--- src/rtl/serial_pkg.sv ---
// Shared types and defaults for the serial transmit path (arbiter and serial_protocol).
// No logic here; latency and backpressure live with the users of these types.
package serial_pkg;

  typedef enum logic [1:0] {
    ST_IDLE,
    ST_SEND,
    ST_WAIT_START,
    ST_WAIT_END
  } tx_state_t;

  localparam int SERIAL_DATA_W  = 8;
  localparam int SERIAL_TIMEOUT = 32;

endpackage

--- src/rtl/serial_tx_arbiter_rr_pick.sv ---
// Combinational round-robin picker: first set req bit after index last, wrapping.
// Zero latency; no backpressure, the caller decides when to act on valid.
module rr_pick #(
  parameter int NUM_REQ = 4
) (
  input  logic [NUM_REQ-1:0]         req,
  input  logic [$clog2(NUM_REQ)-1:0] last,
  output logic                       valid,
  output logic [$clog2(NUM_REQ)-1:0] idx
);

  localparam int IDX_W = $clog2(NUM_REQ);

  // Scan from farthest to nearest so the candidate closest after last wins.
  always_comb begin
    valid = 1'b0;
    idx   = '0;
    for (int s = NUM_REQ; s >= 1; s--) begin
      if (req[IDX_W'((int'(last) + s) % NUM_REQ)]) begin
        valid = 1'b1;
        idx   = IDX_W'((int'(last) + s) % NUM_REQ);
      end
    end
  end

endmodule

--- src/rtl/serial_tx_arbiter.sv ---
// Round-robin arbiter feeding one serial_protocol transmitter; grant one cycle after req seen in IDLE.
// Requesters hold req until granted; a frame stalls at most TIMEOUT cycles per wait state.
module serial_tx_arbiter
  import serial_pkg::*;
#(
  parameter int NUM_REQ = 4,
  parameter int DATA_W  = SERIAL_DATA_W,
  parameter int TIMEOUT = SERIAL_TIMEOUT
) (
  input  logic                      sys_clk,
  input  logic                      i_rst,
  input  logic [NUM_REQ-1:0]        req,
  input  logic [NUM_REQ*DATA_W-1:0] req_data,
  output logic [NUM_REQ-1:0]        grant,
  output logic [NUM_REQ-1:0]        done,
  output logic                      timeout_err,
  output logic                      busy,
  output logic                      tx_send,
  output logic [DATA_W-1:0]         tx_data,
  input  logic                      tx_strobe
);

  localparam int IDX_W = $clog2(NUM_REQ);
  localparam int CNT_W = $clog2(TIMEOUT);

  tx_state_t            state_q, state_d;
  logic [CNT_W-1:0]     cnt_q, cnt_d;
  logic [IDX_W-1:0]     last_q, last_d;
  logic [NUM_REQ-1:0]   grant_q, grant_d;
  logic [NUM_REQ-1:0]   done_q, done_d;
  logic                 err_q, err_d;
  logic                 busy_q, busy_d;
  logic                 send_q, send_d;
  logic [DATA_W-1:0]    data_q, data_d;

  logic                 pick_vld;
  logic [IDX_W-1:0]     pick_idx;

  rr_pick #(
    .NUM_REQ (NUM_REQ)
  ) u_rr_pick (
    .req   (req),
    .last  (last_q),
    .valid (pick_vld),
    .idx   (pick_idx)
  );

  always_comb begin
    state_d = state_q;
    cnt_d   = cnt_q;
    last_d  = last_q;
    data_d  = data_q;
    grant_d = '0;
    done_d  = '0;
    err_d   = 1'b0;

    case (state_q)
      ST_IDLE: begin
        if (pick_vld) begin
          state_d = ST_SEND;
          grant_d = NUM_REQ'(1) << pick_idx;
          data_d  = req_data[pick_idx*DATA_W +: DATA_W];
          last_d  = pick_idx;
        end
      end
      ST_SEND: begin
        state_d = ST_WAIT_START;
      end
      ST_WAIT_START: begin
        if (tx_strobe) begin
          state_d = ST_WAIT_END;
        end else if (cnt_q == CNT_W'(TIMEOUT - 1)) begin
          err_d   = 1'b1;
          state_d = ST_IDLE;
        end else begin
          cnt_d = cnt_q + CNT_W'(1);
        end
      end
      ST_WAIT_END: begin
        if (!tx_strobe) begin
          done_d  = NUM_REQ'(1) << last_q;
          state_d = ST_IDLE;
        end else if (cnt_q == CNT_W'(TIMEOUT - 1)) begin
          err_d   = 1'b1;
          state_d = ST_IDLE;
        end else begin
          cnt_d = cnt_q + CNT_W'(1);
        end
      end
    endcase

    // Every state starts with a fresh count, so the counter can never wrap.
    if (state_d != state_q) begin
      cnt_d = '0;
    end

    busy_d = (state_d != ST_IDLE);
    send_d = (state_d == ST_SEND);
  end

  always_ff @(posedge sys_clk) begin
    if (i_rst) begin
      state_q <= ST_IDLE;
      cnt_q   <= '0;
      last_q  <= IDX_W'(NUM_REQ - 1);
      grant_q <= '0;
      done_q  <= '0;
      err_q   <= 1'b0;
      busy_q  <= 1'b0;
      send_q  <= 1'b0;
      data_q  <= '0;
    end else begin
      state_q <= state_d;
      cnt_q   <= cnt_d;
      last_q  <= last_d;
      grant_q <= grant_d;
      done_q  <= done_d;
      err_q   <= err_d;
      busy_q  <= busy_d;
      send_q  <= send_d;
      data_q  <= data_d;
    end
  end

  assign grant       = grant_q;
  assign done        = done_q;
  assign timeout_err = err_q;
  assign busy        = busy_q;
  assign tx_send     = send_q;
  assign tx_data     = data_q;

endmodule

--- config.mk ---
export PLATFORM = sky130hd
export DESIGN_NAME = serial_tx_arbiter
export DESIGN_NICKNAME = d
export VERILOG_FILES = /design/src/rtl/serial_pkg.sv /design/src/rtl/serial_tx_arbiter_rr_pick.sv /design/src/rtl/serial_tx_arbiter.sv
export SDC_FILE = /design/constraint.sdc
export NUM_CORES = 1
export LEC_CHECK = 0
export CAP_MARGIN = 5
export CORE_MARGIN = 8
export CORE_UTILIZATION = 42
export DETAILED_ROUTE_END_ITERATION = 8
export PLACE_DENSITY_LB_ADDON = 0.25
export SLEW_MARGIN = 20
export SYNTH_ARGS = -nofsm -noshare
export SYNTH_HDL_FRONTEND = slang
export SYNTH_SLANG_ARGS = --single-unit
export TNS_END_PERCENT = 10
--- constraint.sdc ---
create_clock -name sys_clk -period 2.2 [get_ports sys_clk]
set_input_delay 0.44 -clock sys_clk [delete_from_list [all_inputs] [get_ports sys_clk]]
set_output_delay 0.44 -clock sys_clk [all_outputs]
set_load 0.02 [all_outputs]
Word-level counts from Yosys, hierarchy flattened
Index checks and enable logic that the tools add are counted.

Register bits: 28. Output and inout port bits: 19. Logic and storage cells: 73.

Add/sub/neg operators: 5. Magnitude comparators: 4. Equality and inequality tests: 8. Shifts and indexed selects: 3. Mux-type cells: 33. Bitwise operators: 3. Reduce and logical (&&, ||, !) cells: 8.

Operator list (number): indexed part select 32 x 6 -> 8 bit (1); less-than comparator 2 x 4 -> 1 bit, second input constant (4); two-way mux 2 bit (8); two-way mux 1 bit (15); two-way mux 5 bit (3); one-hot mux 5 bit (2 select lines) (1); binary-select mux 1 bit (select 2 bit) (4); one-hot mux 2 bit (4 select lines) (1); << shifter 1 x 2 -> 4 bit, first input constant (2); OR reduction 3 bit (2); adder 5 x 1 -> 5 bit, second input constant (1); == test 5 bit, second input constant (1); adder 2 x 1 -> 2 bit, second input constant (2); adder 2 bit, second input constant (2); == test 2 x 1 -> 1 bit, second input constant (2); == test 2 bit, second input constant (2); inequality test 2 bit, second input constant (2); nonzero test 2 bit (2); NOT 1 bit (3); AND reduction 3 bit (1); logical NOT 2 bit (1); inequality test 2 bit (1); one-hot mux 1 bit (2 select lines) (1); AND reduction 2 bit (1); OR reduction 2 bit (1).

Longest topological paths before layout
Depth after elaboration: 12. Depth in mapped cells: 8.

By module
Synthesis repeated with hierarchy kept, for this count alone.

Cell total of the unflattened synthesis: 123. Area, all modules: 1348.8 um2.

Modules (own cells, without submodules): serial_tx_arbiter (times used 1, cells each 109, area each 1257.5 um2, sequential area each 560.5 um2); rr_pick (times used 1, cells each 14, area each 91.3 um2, sequential area each 0.0 um2).

Worst setup path after synthesis
No wires, ideal clock.

Kind: input -> register. Start point: input port req[0]. End point: register data_q[0], in the netlist tx_data[0]. Setup time: 123 ps. Arrival: 1671 ps. Required time: 2077 ps. Setup slack: 405 ps. Stages: 7. Buffers on the path: 2. Cells stage by stage: or4_4 -> and3b_1 -> buf_6 -> buf_6 -> nand3_1 -> mux2_2 -> o211ai_2.

Longest elaborated chain between the ends: 8.

RTL lines: from (decl) (RTL line serial_tx_arbiter.sv:12) `input logic [NUM_REQ-1:0] req,`; binary-select mux 1 bit (select 2 bit) (RTL line serial_tx_arbiter_rr_pick.sv:19) `if (req[IDX_W'((int'(last) + s) % NUM_REQ)]) begin`; two-way mux 1 bit (not written as such) (2 in a row) (RTL line serial_tx_arbiter_rr_pick.sv:19); two-way mux 2 bit or two-way mux 1 bit (tied branches) (4 in a row) (RTL line serial_tx_arbiter_rr_pick.sv:19); indexed part select 32 x 6 -> 8 bit or AND reduction 2 bit (tied branches); to (signal assigned) (RTL line serial_tx_arbiter.sv:121) `data_q <= data_d;`; to (decl) (RTL line serial_tx_arbiter.sv:34) `logic [DATA_W-1:0] data_q, data_d;`.

Several ways; a longest one is shown, not always the timed one. The select of a mux whose other input is x is not followed. A chain may end at the register's enable or synchronous reset.

Worst setup path in the final report
Start point: input port req[0]. End point: register data_q[6], in the netlist tx_data[6].

The elaborated chain is that of the path after synthesis.

==> metrics.txt <==
startpoint types=input pin; Fmax=around 500 MHz; first-pass GRT wire length=approximately 6000 um; register area=561 sq um; Cell variety after synth=32; routed vias/inst=4.98; layout filler cell count=267; synth warn=0; antenna violations before repair=0; Root Driver=clkbuf_4; Syn Inst Count=144; initial core utilization=0.430; routed via count=1249; Layout area overhead=50.4%; reg2reg start=cnt_q[0]; worst path bufs/invs=2; dpl hpwl=between 3000 and 4000 um; full die area=5480 sq um; vias in the first global route=1370; Reg clk slew, reported paths=approximately 150 ps; crit end category=flop; Chip Width=74.0 um; Std-Cell Rows=21; # port buffers=57; post-layout power=1.37 mW; placed cells=247; post-route ant nets=0; leak pwr=slightly above 0.8 nW; I/O pins=58; Initial DRC Count=35; Worst Reg-to-Reg Cells=7; TritonCTS Sinks=28; Post-Layout Cell Count=251; Yosys reg bits=28; slowest stage delay, CP=~570 ps; cts hold-fix bufs=0; biggest fanout along the worst timing path=11; total stage count of the critical path=7; setup bufs post-CTS=0; R2R setup slack=about 370 ps; CTS Buf Count=3; Final nets=247; Max-slew headroom=0.702; TritonCTS clock tree=built; setup tns final=0 ps; Synth Cell Area=about 1400 sq um; Avg Cell Area, Syn=between 9 and 10 sq um; # diodes=0; overall die height=74.0 um; HP Class=flop to flop; crit-path cells=clkdlybuf4s50_1 > or4_4 > and3b_1 > buf_12 > nand3_1 > mux2_2 > o211ai_2; Critical path origin=req[0]; crit-path leading delay family=simple AND/OR/NAND/NOR gates; Slew Limit Fails=0; Worst EP required=2430 ps; Critical Path AT=around 2200 ps; WS Path Type=input pin to flop; core area=~3300 sq um; largest net degree at the start of global routing=22; wire per inst=14.8 um; period utilization=0.914; routability congestion estimate=0.738; maximum root-to-sink buffer count=2; CP endpoint=tx_data[6]; drt pass-1 iters=4; Fin Clk Skew=7.59 ps; Post-Syn Nets=185; Worst-Margin Slew=441 ps; PwrDens=643 nW/um^2; routed wire length=approximately 3700 um; post-CTS sizing=0; # H-tree levels=1; VDD IR-drop max=0.000255 V; Final Hold Fails=0; pre-CTS WS=-175 ps; GRT Total Usage=0.140; fin crit period=~2000 ps; Worst-Skew Late Latency=330 ps; Max Cap Viol=0; worst reg2reg path endpoint=cnt_q[2]; status=finished, final reports clean; DRC violations left=0; grt total ovfl=0; RSZ-0062 raised after global routing=false; proportion of layout cells with a drive suffix above 1=0.166; Seq/Total Area, Yosys=0.396; footprint of the multi-input gates=790 sq um; final setup violation count=0; final setup margin=190 ps; Slowest-stage cell, CP=or4_4
[worst min-delay path by stage]
stage	from	cells past startpoint	to
after floorplan	cnt_q[4]	2	cnt_q[4]
after global placement	tx_data[7]	2	tx_data[7]
after detailed placement	tx_data[2]	2	tx_data[2]
after CTS	tx_data[5]	2	tx_data[5]
after global routing	tx_data[3]	2	tx_data[3]
final	tx_data[5]	2	tx_data[5]
[synthesized netlist by cell type]
library cell	n	area [sq um]
nor3_1	1	5.00
nand3_1	14	70.1
o21bai_1	1	7.51
o221ai_1	2	17.5
buf_4	2	15.0
nor4bb_1	1	10.0
a311oi_1	1	8.76
a21oi_1	5	25.0
nor3b_1	1	7.51
dfxtp_1	28	561
nand2_1	13	48.8
mux2i_1	12	120
and4b_1	1	10.0
o31ai_4	1	21.3
nand2b_1	5	31.3
and3b_1	4	35.0
or2_2	2	12.5
xor2_1	2	17.5
nand4_1	1	6.26
mux2_2	7	78.8
nor2_1	10	37.5
and3_1	2	12.5
nor2b_1	5	31.3
buf_2	2	10.0
ha_1	2	25.0
xnor2_1	2	17.5
buf_6	3	33.8
or4_4	1	11.3
o211ai_2	7	87.6
a211o_1	2	17.5
clkbuf_1	3	11.3
nand3_2	1	10.0
[flip-flops by register name, summed over array words and instances (netlist names)]
signal       cells
state_q          2
grant            4
busy             1
last_q           2
cnt_q            5
done             4
tx_send          1
tx_data          8
timeout_err      1
[cells in the final DEF, fill, tap and decap left out, types with 2 or more instances in the layout]
cell,count
clkdlybuf4s50_1,57
dfxtp_1,28
nand3_1,14
nand2_1,13
mux2i_1,12
nor2_1,10
mux2_2,7
o211ai_2,7
buf_4,7
a21oi_1,5
nor2b_1,5
nand2b_1,5
and3b_1,4
clkbuf_4,3
buf_12,3
and3_1,2
or2_2,2
a211o_1,2
xnor2_1,2
xor2_1,2
ha_1,2
[worst register-to-register path: stages, from the launching register on]
cell and delay [ps]:
dfxtp_1 360, ha_1 220, and3_1 180, ha_1 220, and3b_1 390, nand2_1 110
xor2_1 190, nor2_1 60
[stage by stage]
stage	utilization	hold slack (ps)	area, sq um
finish	0.648	509	2130
global route	0.648	546	2130
detailed placement	0.637	465	2090
CTS	0.648	511	2130
floorplan	-	467	1410
global placement	0.637	447	2090
[metal layers]
layer | global-route usage | wire [um]
met1 | 0.143 | 1520
met2 | 0.257 | 1900
met3 | 0.0472 | 258
met4 | 0.0466 | 37
met5 | 0 | 0
[power by group]
part           internal (mW)  switching, mW  leakage, nW  total, mW
clock network          0.101          0.151       0.0210      0.252
logic                  0.281          0.229        0.577      0.510
registers              0.561         0.0437        0.229      0.605
[kinds of logic after synthesis]
family                     synth area share
adders and majority gates            0.0177
DFF                                   0.396
and+or+nand+nor                       0.240
AOI/OAI and AO/OA                     0.131
muxes                                 0.141
xor gates and xnor gates             0.0248
buffers and inverters                0.0496
[final cells by class]
type                            count  share of cell area
Clock buffer                        4              0.0171
Tap cell                           46              0.0271
Sequential cell                    28               0.264
Timing Repair Buffer               67               0.321
Multi-Input combinational cell    106               0.371
Power figures use the tool's default switching activity.
